[config.mk]
export PLATFORM = sky130hd
export DESIGN_NAME = hazard_controller
export DESIGN_NICKNAME = d
export VERILOG_FILES = /design/src/rtl/hazard_controller.sv
export SDC_FILE = /design/constraint.sdc
export NUM_CORES = 1
export LEC_CHECK = 0
export ABC_AREA = 1
export CORE_MARGIN = 10
export CORE_UTILIZATION = 46
export CTS_CLUSTER_SIZE = 10
export DETAILED_ROUTE_END_ITERATION = 10
export GPL_ROUTABILITY_DRIVEN = 0
export PLACE_DENSITY = 0.78
export SLEW_MARGIN = 20
export SYNTH_ARGS = -nofsm -noshare
export SYNTH_HDL_FRONTEND = slang
export SYNTH_SLANG_ARGS = --single-unit
[constraint.sdc]
create_clock -name clk -period 1.7 [get_ports clk]
set_input_delay 0.17 -clock clk [delete_from_list [all_inputs] [get_ports clk]]
set_output_delay 0.17 -clock clk [all_outputs]
set_load 0.005 [all_outputs]
[src/rtl/hazard_controller.sv]
// hazard_controller: stall/flush/forwarding sequencer for the 5-stage core.
// Contains the memory-wait FSM, a deferred-redirect latch, a wait watchdog
// and a saturating stall-cycle counter.
// Build option: define FORWARDING_EN to enable EX operand forwarding. Without
// it, forwarding selects stay 0 and every RAW hazard stalls until retire.
module hazard_controller #(
    parameter int MEM_TIMEOUT = 255,
    parameter int TO_W        = 8,
    parameter int CNT_W       = 32
) (
    input  logic             clk,
    input  logic             rst,
    input  logic             en,
    input  logic [4:0]       ID_rs1,
    input  logic [4:0]       ID_rs2,
    input  logic [4:0]       EX_rd,
    input  logic             EX_RegWrite,
    input  logic             EX_MemRead,
    input  logic [4:0]       M_rd,
    input  logic             M_RegWrite,
    input  logic [4:0]       W_rd,
    input  logic             W_RegWrite,
    input  logic             EX_redirect,
    input  logic             mem_req,
    input  logic             mem_ready,
    output logic             stall,
    output logic             flush_id,
    output logic             flush_ex,
    output logic [1:0]       fwdA,
    output logic [1:0]       fwdB,
    output logic             mem_busy,
    output logic             timeout_err,
    output logic [CNT_W-1:0] perf_stall_cnt
);

    typedef enum logic {
        RUN      = 1'b0,
        MEM_WAIT = 1'b1
    } state_t;

    // Last wait_cnt value before the watchdog aborts the access.
    localparam logic [TO_W-1:0] TIMEOUT_LAST = TO_W'(MEM_TIMEOUT - 1);

    state_t           state_q;
    logic [TO_W-1:0]  wait_cnt_q;
    logic             redir_pend_q;
    logic             timeout_err_q;
    logic [CNT_W-1:0] perf_cnt_q;
    logic [CNT_W-1:0] perf_cnt_d;

    logic             hazard;
    logic             mem_miss;

    assign mem_miss = mem_req && !mem_ready;

`ifdef FORWARDING_EN
    // Only a load in EX needs a bubble; everything else is forwarded.
    logic unused_ex_regwrite;
    assign unused_ex_regwrite = EX_RegWrite;

    // Operand select: MEM result is newer than WB, so it wins.
    always_comb begin
        fwdA = 2'd0;
        fwdB = 2'd0;
        if (M_RegWrite && (M_rd != 5'd0) && (M_rd == ID_rs1))
            fwdA = 2'd1;
        else if (W_RegWrite && (W_rd != 5'd0) && (W_rd == ID_rs1))
            fwdA = 2'd2;
        if (M_RegWrite && (M_rd != 5'd0) && (M_rd == ID_rs2))
            fwdB = 2'd1;
        else if (W_RegWrite && (W_rd != 5'd0) && (W_rd == ID_rs2))
            fwdB = 2'd2;
    end

    assign hazard = EX_MemRead && (EX_rd != 5'd0) &&
                    ((EX_rd == ID_rs1) || (EX_rd == ID_rs2));
`else
    logic [1:0] raw_hit;

    assign fwdA = 2'd0;
    assign fwdB = 2'd0;

    // Any in-flight producer of a nonzero source register blocks ID.
    generate
        for (genvar gi = 0; gi < 2; gi++) begin : g_raw
            logic [4:0] rs;
            assign rs = (gi == 0) ? ID_rs1 : ID_rs2;
            assign raw_hit[gi] = (rs != 5'd0) &&
                (((EX_RegWrite || EX_MemRead) && (EX_rd == rs)) ||
                 (M_RegWrite && (M_rd == rs)) ||
                 (W_RegWrite && (W_rd == rs)));
        end
    endgenerate

    assign hazard = |raw_hit;
`endif

    // Pipeline control outputs; in MEM_WAIT the whole pipe freezes without bubbles.
    always_comb begin
        stall    = 1'b0;
        flush_id = 1'b0;
        flush_ex = 1'b0;
        if (state_q == MEM_WAIT) begin
            stall = 1'b1;
        end else if (EX_redirect || redir_pend_q) begin
            flush_id = 1'b1;
            flush_ex = 1'b1;
        end else if (mem_miss) begin
            stall = 1'b1;
        end else if (hazard) begin
            stall    = 1'b1;
            flush_ex = 1'b1;
        end
    end

    // Memory-wait FSM with watchdog and deferred redirect latch.
    always_ff @(posedge clk or posedge rst) begin
        if (rst) begin
            state_q       <= RUN;
            wait_cnt_q    <= '0;
            redir_pend_q  <= 1'b0;
            timeout_err_q <= 1'b0;
        end else if (en) begin
            case (state_q)
                RUN: begin
                    // The pending flush is emitted this cycle, so retire it.
                    redir_pend_q <= 1'b0;
                    if (mem_miss) begin
                        state_q    <= MEM_WAIT;
                        wait_cnt_q <= '0;
                    end
                end
                MEM_WAIT: begin
                    if (EX_redirect)
                        redir_pend_q <= 1'b1;
                    if (mem_ready) begin
                        state_q <= RUN;
                    end else if (wait_cnt_q == TIMEOUT_LAST) begin
                        state_q       <= RUN;
                        timeout_err_q <= 1'b1;
                    end else begin
                        wait_cnt_q <= wait_cnt_q + 1'b1;
                    end
                end
                default: state_q <= RUN;
            endcase
        end
    end

    // Stall-cycle counter that sticks at all-ones.
    always_comb begin
        perf_cnt_d = perf_cnt_q;
        if (en && stall && (perf_cnt_q != {CNT_W{1'b1}}))
            perf_cnt_d = perf_cnt_q + 1'b1;
    end

    // Counter register.
    always_ff @(posedge clk or posedge rst) begin
        if (rst)
            perf_cnt_q <= '0;
        else
            perf_cnt_q <= perf_cnt_d;
    end

    assign mem_busy       = (state_q == MEM_WAIT);
    assign timeout_err    = timeout_err_q;
    assign perf_stall_cnt = perf_cnt_q;

endmodule

Yosys cells after proc, flatten, opt, wreduce, memory -nomap -nowiden

Cells that the tools add are included.

Logic and storage cells: 64
Input bits: 35
Output and inout port bits: 41
Register bits: 43

Reductions and logical operators: 24
Add/subtract/negate cells: 2
Bitwise logic cells: 2
Equal/unequal tests: 12
Muxes and demuxes: 19

Operators by type and width:

| operator                                       | count |
|---|---|
| adder 32 x 1 -> 32 bit (second input constant) | 1 |
| inequality test 32 bit (second input constant) | 1 |
| equality test 5 bit                            | 6 |
| 2-to-1 mux 8 bit                               | 3 |
| case mux 8 bit (2 select lines)                | 1 |
| 2-to-1 mux 1 bit                               | 13 |
| logical AND 1 bit                              | 11 |
| nonzero test 5 bit                             | 2 |
| adder 8 x 1 -> 8 bit (second input constant)   | 1 |
| equality test 8 bit (second input constant)    | 1 |
| inequality test 2 bit (second input constant)  | 4 |
| AND reduction 4 bit                            | 2 |
| logical OR 1 bit                               | 6 |
| case mux 1 bit (2 select lines)                | 2 |
| inverter 1 bit                                 | 2 |
| AND reduction 2 bit                            | 1 |
| OR reduction 2 bit                             | 1 |
| zero test 1 bit                                | 1 |

Logic depth before layout (Yosys ltp)

Gate-level depths: netlist (run 1).

Depth after elaboration: 12
Gate-level depth with buffers: 13

Worst setup path before layout (run 1)

Ideal clock, no wire load.

Path type: reg2reg
From: register perf_cnt_q[1] (netlist: perf_stall_cnt[1])
To: register perf_cnt_q[14] (netlist: perf_stall_cnt[14])
Slack: -0.031 ns
Period minus slack after synthesis: 1.731 ns
Library setup time: 0.117 ns
Cell stages (with the launch flop): 12
Arrival time: 1.614 ns
Path through: dfrtp_1 -> ha_1 -> nand3_1 -> inv_2 -> nand2_2 -> nor3_4 -> nand4_2 -> clkinv_1 -> nor2_2 -> buf_2 -> nand2_1 -> nand2_1

Longest elaborated chain between the ends: 2
Elaborated cells on any way between the ends: 3

Ends and longest elaborated chain:

| element                                                        | RTL line | RTL |
|---|---|---|
| start: declaration                                             | 48       | `logic [CNT_W-1:0] perf_cnt_q;` |
| start signal: assignment                                       | 162      | `perf_cnt_q <= perf_cnt_d;` |
| branches (longest 2 deep; another with adder 32 x 1 -> 32 bit) | --       |  |

Parallel ways; which one is timed is not known.
A chain may end at the register's enable or synchronous reset.

Worst setup path in the final report (run 1)

From: register perf_cnt_q[12] (netlist: perf_stall_cnt[12])
To: register perf_cnt_q[12] (netlist: perf_stall_cnt[12])

Same word-level chain as after synthesis.

==> run summary, run 1 <==
OUTCOME
--------------------------------------------------------------------------------------
Result of the run ....................................................... finished, violations left
Violated checks ......................................................... negative setup slack

TIMING
--------------------------------------------------------------------------------------
Final setup vio count ...................................................           32
RSZ-0062 raised after global routing ....................................         true
Fin crit period .........................................................      1.75 ns
Worst Slack Setup Final .................................................   -0.0488 ns
Final Cycle Share .......................................................         1.03
Clk_skew ................................................................   0.00774 ns
Sum of negative setup slack .............................................    -0.995 ns
Max Fclk ................................................................      572 MHz
Final hold violation count ..............................................            0
Count of pins over their slew limit .....................................            0

PWR
--------------------------------------------------------------------------------------
Leakage power figure ....................................................      2.49 nW
Maximum resistive drop on vdd ...........................................     0.496 mV
Power density relative to cell area .....................................   611 nW/um2

DETAILED ROUTING
--------------------------------------------------------------------------------------
Residual DRC count ......................................................            0
Number of optimization iterations in the first detailed-route pass ......            5
Starting DRT DRC Count ..................................................          218
Total detailed-routing wirelength .......................................      9.49 mm
Vias after detailed routing .............................................         3581
Number of antenna-violating nets in the routed design ...................            0
Average wire per cell in the routed design ..............................      13.1 um
Via density .............................................................         4.93

GRT
--------------------------------------------------------------------------------------
Maximum number of pins on one net before global-route repair ............           44
Total track usage .......................................................        0.171
GR Overflow Total .......................................................            0
Antenna violations before repair ........................................            0
Via count of the first global-routing pass ..............................         3565
Wire length of the first global-routing pass ............................      15.9 mm

PLACEMENT
--------------------------------------------------------------------------------------
Post-Place Setup Slack ..................................................    -0.499 ns
Post-detailed-placement cell area .......................................     4390 um2
# placed instances ......................................................          714
Number of I/O port buffers ..............................................           71
DP HPWL .................................................................      7.39 mm

CTS
--------------------------------------------------------------------------------------
Clk sinks ...............................................................           43
Clock latency of the later-clocked register in the worst-skew pair ......      0.30 ns
Num CTS Buffers .........................................................            5
Maximum clock insertion buffer count ....................................            2
CTS root buffer .........................................................     clkbuf_8
Level count of the clock H-tree .........................................            2
Count of hold-fix buffers inserted at cts ...............................            0
CTS tree ................................................................        built
Clock slew at the register clock pins of the worst setup and hold paths .      0.09 ns

WORST SETUP PATH
--------------------------------------------------------------------------------------
Type of element capturing the critical path .............................    flip-flop
Crit Path Max Fanout ....................................................           32
Count of cells along the worst register-to-register path ................            8
Start point of the critical path ........................................ perf_stall_cnt[12]
CP Capture Point ........................................................ perf_stall_cnt[12]
Type of the setup path with the least slack .............................      reg2reg
Reg2reg end ............................................................. perf_stall_cnt[12]
Endpoint arrival time on the critical path ..............................      2.00 ns
Worst Setup Start Kind ..................................................    flip-flop
Startpoint of the worst-slack reg-to-reg timing path .................... perf_stall_cnt[12]
Endpoint required time on the critical path .............................      1.95 ns
Worst setup slack for register-to-register paths ........................     -0.05 ns

LOGIC SYNTHESIS
--------------------------------------------------------------------------------------
Sequential cell area fraction in the yosys report .......................        0.335
Largest area contributor in the netlist .................................      dfrtp_1
Total of warnings raised by yosys .......................................            0
Instance count of the mapped netlist ....................................          505
Simple logic cell fraction of the synthesized area ......................        0.447
Largest family of logic cells by synthesized area ....................... simple AND/OR/NAND/NOR gates
Seq cells post-synth ....................................................           43
Distinct cell type count of the synthesized netlist .....................           30
Multiplexer fraction of the synthesized cell area .......................            0
Number of flops mapped to enable cells by yosys .........................            0
Adder-cell area share of the yosys netlist ..............................       0.0117
Share of Yosys cell area claimed by the top area cell type ..............        0.335
List of most frequent post-synthesis cells .............................. nand2_1, nor2_1, inv_1, dfrtp_1, xor2_1
Commonest register cell after synthesis .................................      dfrtp_1
Compound-cell area share of the yosys netlist ...........................       0.0242
Post-synthesis average cell area ........................................     6.36 um2
Most used standard cell by instance count after synthesis ...............      nand2_1
Synthesized-area fraction occupied by xor and xnor cells ................       0.0900
Proportion of synthesized flip-flops having asynchronous set or reset ...         1.00
Synth area leaders ...................................................... dfrtp_1, nand2_1, nor2_1
Synthesized cell area ...................................................     3210 um2

FLOORPLAN
--------------------------------------------------------------------------------------
I/O pin total ...........................................................           76
Core Region .............................................................     6790 um2
Overall die height ......................................................       104 um
Standard-cell row count .................................................           30
Initial cell density of the core ........................................        0.473
X dimension of the die ..................................................       104 um
Area enclosed by the die boundary .......................................    10700 um2

CELLS AND AREA
--------------------------------------------------------------------------------------
Area of the multi-input gates ...........................................     1940 um2
Layout Cell Area excl Fill ..............................................     4570 um2
Inserted Diodes .........................................................            0
Area growth syn-to-layout ...............................................        42.4%
Fraction of final layout cells with drive strength greater than 1 .......        0.165
Count of filler cells inserted in the layout ............................          601
Number of nets in the layout ............................................          667
Final standard cell count with taps included and fillers excluded .......          726
FF+latch area ...........................................................     1080 um2

JOB
--------------------------------------------------------------------------------------
Count of maximum capacitance violations .................................            0

MIN PATH
--------------------------------------------------------------------------------------
Classification of the worst-slack hold path .............................     in2async

stage by stage:
step                      hold WS (ns)   util  total power, mW
final                            0.214  0.673             2.79
after global routing             0.281  0.673             2.95
after CTS                        0.230  0.663             2.78
after detailed placement         0.461  0.645             1.98
after global placement           0.468  0.645             1.95
after floorplan                  0.266      -             1.56
power by group:
part / internal (mW) / switching (mW) / total (mW)
clock: 0.438 / 0.382 / 0.820
sequential: 1.10 / 0.0751 / 1.17
combinational: 0.388 / 0.415 / 0.803
kinds of logic after synthesis:
| group | count (synthesis) |
|---|---|
| AND/OR/NAND/NOR | 344 |
| buffers and inverters | 67 |
| flip-flops | 43 |
| XOR/XNOR | 33 |
| AO/OA/AOI/OAI | 14 |
| adder cells (fa/ha/maj) | 3 |
| other | 1 |
layout make-up:
class,count,area share
Multi-Input combinational cell,398,0.424
Clock inverter,3,0.00957
Clock buffer,5,0.0150
Tap cell,96,0.0263
Inverter,57,0.0468
Sequential cell,43,0.236
Timing Repair Buffer,124,0.242
layer usage:
layer	track usage	wire length, um	vias up
li1	-	-	1795
met1	0.198	3930	1652
met2	0.296	4780	119
met3	0.0496	617	15
met4	0.0504	153	0
met5	0	0	-
critical path, stage by stage (launching register included):
cell and delay, ns:
dfrtp_1 0.45, nand2_2 0.12, nor4_2 0.33, buf_4 0.18, nand4_2 0.13, nand4_2 0.14, buf_12 0.19, nand2_1 0.07
nand2_1 0.07
placed cells by master, fill, tap and decap left out, drive strengths merged, types with 2 or more instances in the layout:
master,instances
inv,56
buf,55
clkdlybuf4s50,44
ha,3
o21ai,8
xor2,23
nor4,6
nor3,17
a21oi,2
clkinv,3
nor2,56
dfrtp,43
conb,4
nand3,22
nand2,232
xnor2,10
clkbuf,5
nand4,10
dlygate4sd2,24
registers in the layout, indices dropped and copies added (netlist names):
register,cells
perf_stall_cnt,32
wait_cnt_q,8
mem_busy,1
redir_pend_q,1
timeout_err,1
worst min path at each step:
stage	from	slack, ns	endpoint
after floorplan	en	0.27	mem_busy
after global placement	timeout_err	0.47	timeout_err
after detailed placement	timeout_err	0.46	timeout_err
final	rst	0.21	perf_stall_cnt[12]
after CTS	rst	0.23	perf_stall_cnt[0]
after global routing	rst	0.28	perf_stall_cnt[9]
timing repair:
item | CTS | global route
pin swaps | 9 | 4
gates resized for setup | 45 | 18
setup endpoints to repair | 35 | 41
setup buffers | 0 | 4
Note: power is estimated with default switching activity, not from simulation.
==> inputs of run 2 (changes only) <==
--- a/config.mk
+++ b/config.mk
@@ -6,12 +6,13 @@
 export NUM_CORES = 1
 export LEC_CHECK = 0
 export ABC_AREA = 1
+export CELL_PAD_IN_SITES_DETAIL_PLACEMENT = 1
+export CELL_PAD_IN_SITES_GLOBAL_PLACEMENT = 1
 export CORE_MARGIN = 10
-export CORE_UTILIZATION = 46
-export CTS_CLUSTER_SIZE = 10
+export CORE_UTILIZATION = 31
 export DETAILED_ROUTE_END_ITERATION = 10
 export GPL_ROUTABILITY_DRIVEN = 0
-export PLACE_DENSITY = 0.78
+export PLACE_DENSITY_LB_ADDON = 0.1
 export SLEW_MARGIN = 20
 export SYNTH_ARGS = -nofsm -noshare
 export SYNTH_HDL_FRONTEND = slang
==> run summary, run 2 (same netlist as run 1, synthesis figures left out) <==
OUTCOME
--------------------------------------------------------------------------------------
Result of the run ....................................................... finished, violations left   unchanged
Violated checks ......................................................... negative setup slack   unchanged

TIMING
--------------------------------------------------------------------------------------
Max Fclk ................................................................      568 MHz   was 572 MHz
Clk_skew ................................................................    0.0171 ns   was 0.00774 ns
Final Cycle Share .......................................................         1.04   was 1.03
Fin crit period .........................................................      1.76 ns   was 1.75 ns
Post-route worst hold slack .............................................    0.0752 ns   was 0.214 ns
RSZ-0062 raised after global routing ....................................         true   unchanged
Count of pins over their slew limit .....................................            0   unchanged
Final setup vio count ...................................................           29   was 32
Worst Slack Setup Final .................................................   -0.0604 ns   was -0.0488 ns
Sum of negative setup slack .............................................    -0.834 ns   was -0.995 ns
Final hold violation count ..............................................            0   unchanged

CTS
--------------------------------------------------------------------------------------
Level count of the clock H-tree .........................................            2   unchanged
Num CTS Buffers .........................................................            5   unchanged
CTS root buffer .........................................................     clkbuf_8   unchanged
CTS tree ................................................................        built   unchanged
Clk sinks ...............................................................           43   unchanged
Maximum clock insertion buffer count ....................................            2   unchanged
Count of hold-fix buffers inserted at cts ...............................            0   unchanged
Clock latency of the later-clocked register in the worst-skew pair ......      0.32 ns   was 0.30 ns
Clock slew at the register clock pins of the worst setup and hold paths .      0.10 ns   was 0.09 ns

FLOORPLAN
--------------------------------------------------------------------------------------
Core Region .............................................................    10200 um2   was 6790 um2
Initial cell density of the core ........................................        0.314   was 0.473
X dimension of the die ..................................................       122 um   was 104 um
I/O pin total ...........................................................           76   unchanged
Area enclosed by the die boundary .......................................    14800 um2   was 10700 um2
Overall die height ......................................................       122 um   was 104 um
Standard-cell row count .................................................           37   was 30

PLACEMENT
--------------------------------------------------------------------------------------
Post-detailed-placement cell area .......................................     4570 um2   was 4390 um2
DP HPWL .................................................................      9.28 mm   was 7.39 mm
Post-Place Setup Slack ..................................................    -0.580 ns   was -0.499 ns
Number of I/O port buffers ..............................................           71   unchanged

GRT
--------------------------------------------------------------------------------------
GR Overflow Total .......................................................            0   unchanged
Wire length of the first global-routing pass ............................      19.0 mm   was 15.9 mm
Total track usage .......................................................        0.157   was 0.171
Antenna violations before repair ........................................            0   unchanged
Via count of the first global-routing pass ..............................         4017   was 3565
Maximum number of pins on one net before global-route repair ............           33   was 44

WORST SETUP PATH
--------------------------------------------------------------------------------------
Worst Setup Start Kind ..................................................    flip-flop   unchanged
Cells traversed along the worst timing path ............................. nand2_2 -> nor3_4 -> nand2_2 -> nor3_4 -> nand4_4 -> nand4_4 -> clkbuf_16 -> nand2_1 -> nand2_2   was nand2_2 -> nor4_2 -> buf_4 -> nand4_2 -> nand4_2 -> buf_12 -> nand2_1 -> nand2_1
Worst setup slack for register-to-register paths ........................     -0.06 ns   was -0.05 ns
Crit Path Max Fanout ....................................................            8   was 32
Crit path largest cell delay ............................................      0.38 ns   was 0.45 ns
Most repeated library cell on the critical path .........................      nand2_2
Type of element capturing the critical path .............................    flip-flop   unchanged
Endpoint required time on the critical path .............................      1.96 ns   was 1.95 ns
Count of cells along the worst register-to-register path ................            9   was 8
Endpoint arrival time on the critical path ..............................      2.02 ns   was 2.00 ns
Type of the setup path with the least slack .............................      reg2reg   unchanged
Slowest-stage cell, CP ..................................................      dfrtp_1   unchanged

CELLS AND AREA
--------------------------------------------------------------------------------------
Area growth syn-to-layout ...............................................        64.9%   was 42.4%
Count of filler cells inserted in the layout ............................         1308   was 601
Most used cells in the layout excluding fill and tap cells .............. nand2_1, buf_4, inv_1, nand2_2, nor2_1   was nand2_1, buf_4, inv_1, nor2_1, clkdlybuf4s50_1
Inserted Diodes .........................................................            0   unchanged
Fraction of final layout cells with drive strength greater than 1 .......        0.323   was 0.165
Layout Cell Area excl Fill ..............................................     5300 um2   was 4570 um2
Leading cell type in the layout, fill and taps excluded .................      nand2_1   unchanged
Number of nets in the layout ............................................          697   was 667
Number of flip-flops under the largest register name ....................           32   unchanged

DETAILED ROUTING
--------------------------------------------------------------------------------------
Via density .............................................................         4.73   was 4.93
Residual DRC count ......................................................            0   unchanged
Average wire per cell in the routed design ..............................      16.1 um   was 13.1 um
Number of antenna-violating nets in the routed design ...................            0   unchanged
Number of optimization iterations in the first detailed-route pass ......            4   was 5
Starting DRT DRC Count ..................................................          127   was 218
Vias after detailed routing .............................................         3768   was 3581
Total detailed-routing wirelength .......................................      12.8 mm   was 9.49 mm

PWR
--------------------------------------------------------------------------------------
Maximum resistive drop on vdd ...........................................     0.407 mV   was 0.496 mV
Leakage power figure ....................................................      2.94 nW   was 2.49 nW
Power density relative to cell area .....................................   571 nW/um2   was 611 nW/um2
Total Power Consumption .................................................      3.02 mW   was 2.79 mW

MIN PATH
--------------------------------------------------------------------------------------
Classification of the worst-slack hold path .............................     in2async   unchanged

JOB
--------------------------------------------------------------------------------------
Count of maximum capacitance violations .................................            0   unchanged

[run 2: layer usage]
layer | vias up | wire length [um] | track usage
li1 | 1858 | - | -
met1 | 1798 | 4990 | 0.173
met2 | 85 | 6780 | 0.290
met3 | 27 | 764 | 0.0421
met4 | 0 | 274 | 0.0380
met5 | - | 0 | 0
[run 2: timing repair]
| item | in CTS | in global routing |
|---|---|---|
| setup buffers | 1 | 9 |
| pin swaps | 10 | 40 |
| setup endpoints to repair | 35 | 42 |
| gates cloned | 1 | 5 |
| gates resized for setup | 58 | 130 |
[run 2: path summary, 6_finish.rpt]
| check | start | endpoint |
|---|---|---|
| worst max register to register | perf_stall_cnt[6] | perf_stall_cnt[4] |
| worst min register to register | timeout_err | timeout_err |
| min in group clk | timeout_err | timeout_err |
| worst min-delay path | rst | perf_stall_cnt[13] |
| worst max-delay path | perf_stall_cnt[6] | perf_stall_cnt[4] |
| max in group asynchronous | rst | mem_busy |
[run 2: cell type report]
class / count / area (um2) / share of cell area
clock buffers: 5 / 68.8 / 0.0130
clock inverters: 3 / 23.8 / 0.00449
inverters: 57 / 214 / 0.0404
multi-input cells: 398 / 2290 / 0.433
flip-flops and latches: 43 / 1080 / 0.204
well taps: 136 / 170 / 0.0321
repair buffers: 154 / 1450 / 0.273
[run 2: critical path: cells and delay by family (launching register included)]
kind	cells	cell delay (ns)
and+or+nand+nor	8	1.10
DFF	1	0.38
buffers and inverters	1	0.21
[run 2: power breakdown]
| part | switching (mW) | internal [mW] |
|---|---|---|
| clock | 0.422 | 0.295 |
| combinational | 0.588 | 0.543 |
| sequential | 0.0788 | 1.10 |
[run 2: through the flow]
stage / utilization / std cells
3_3_place_gp: 0.447 / 772
5_1_grt: 0.518 / 796
4_1_cts: 0.460 / 782
6_report: 0.518 / 796
3_5_place_dp: 0.447 / 772
2_1_floorplan: - / 508
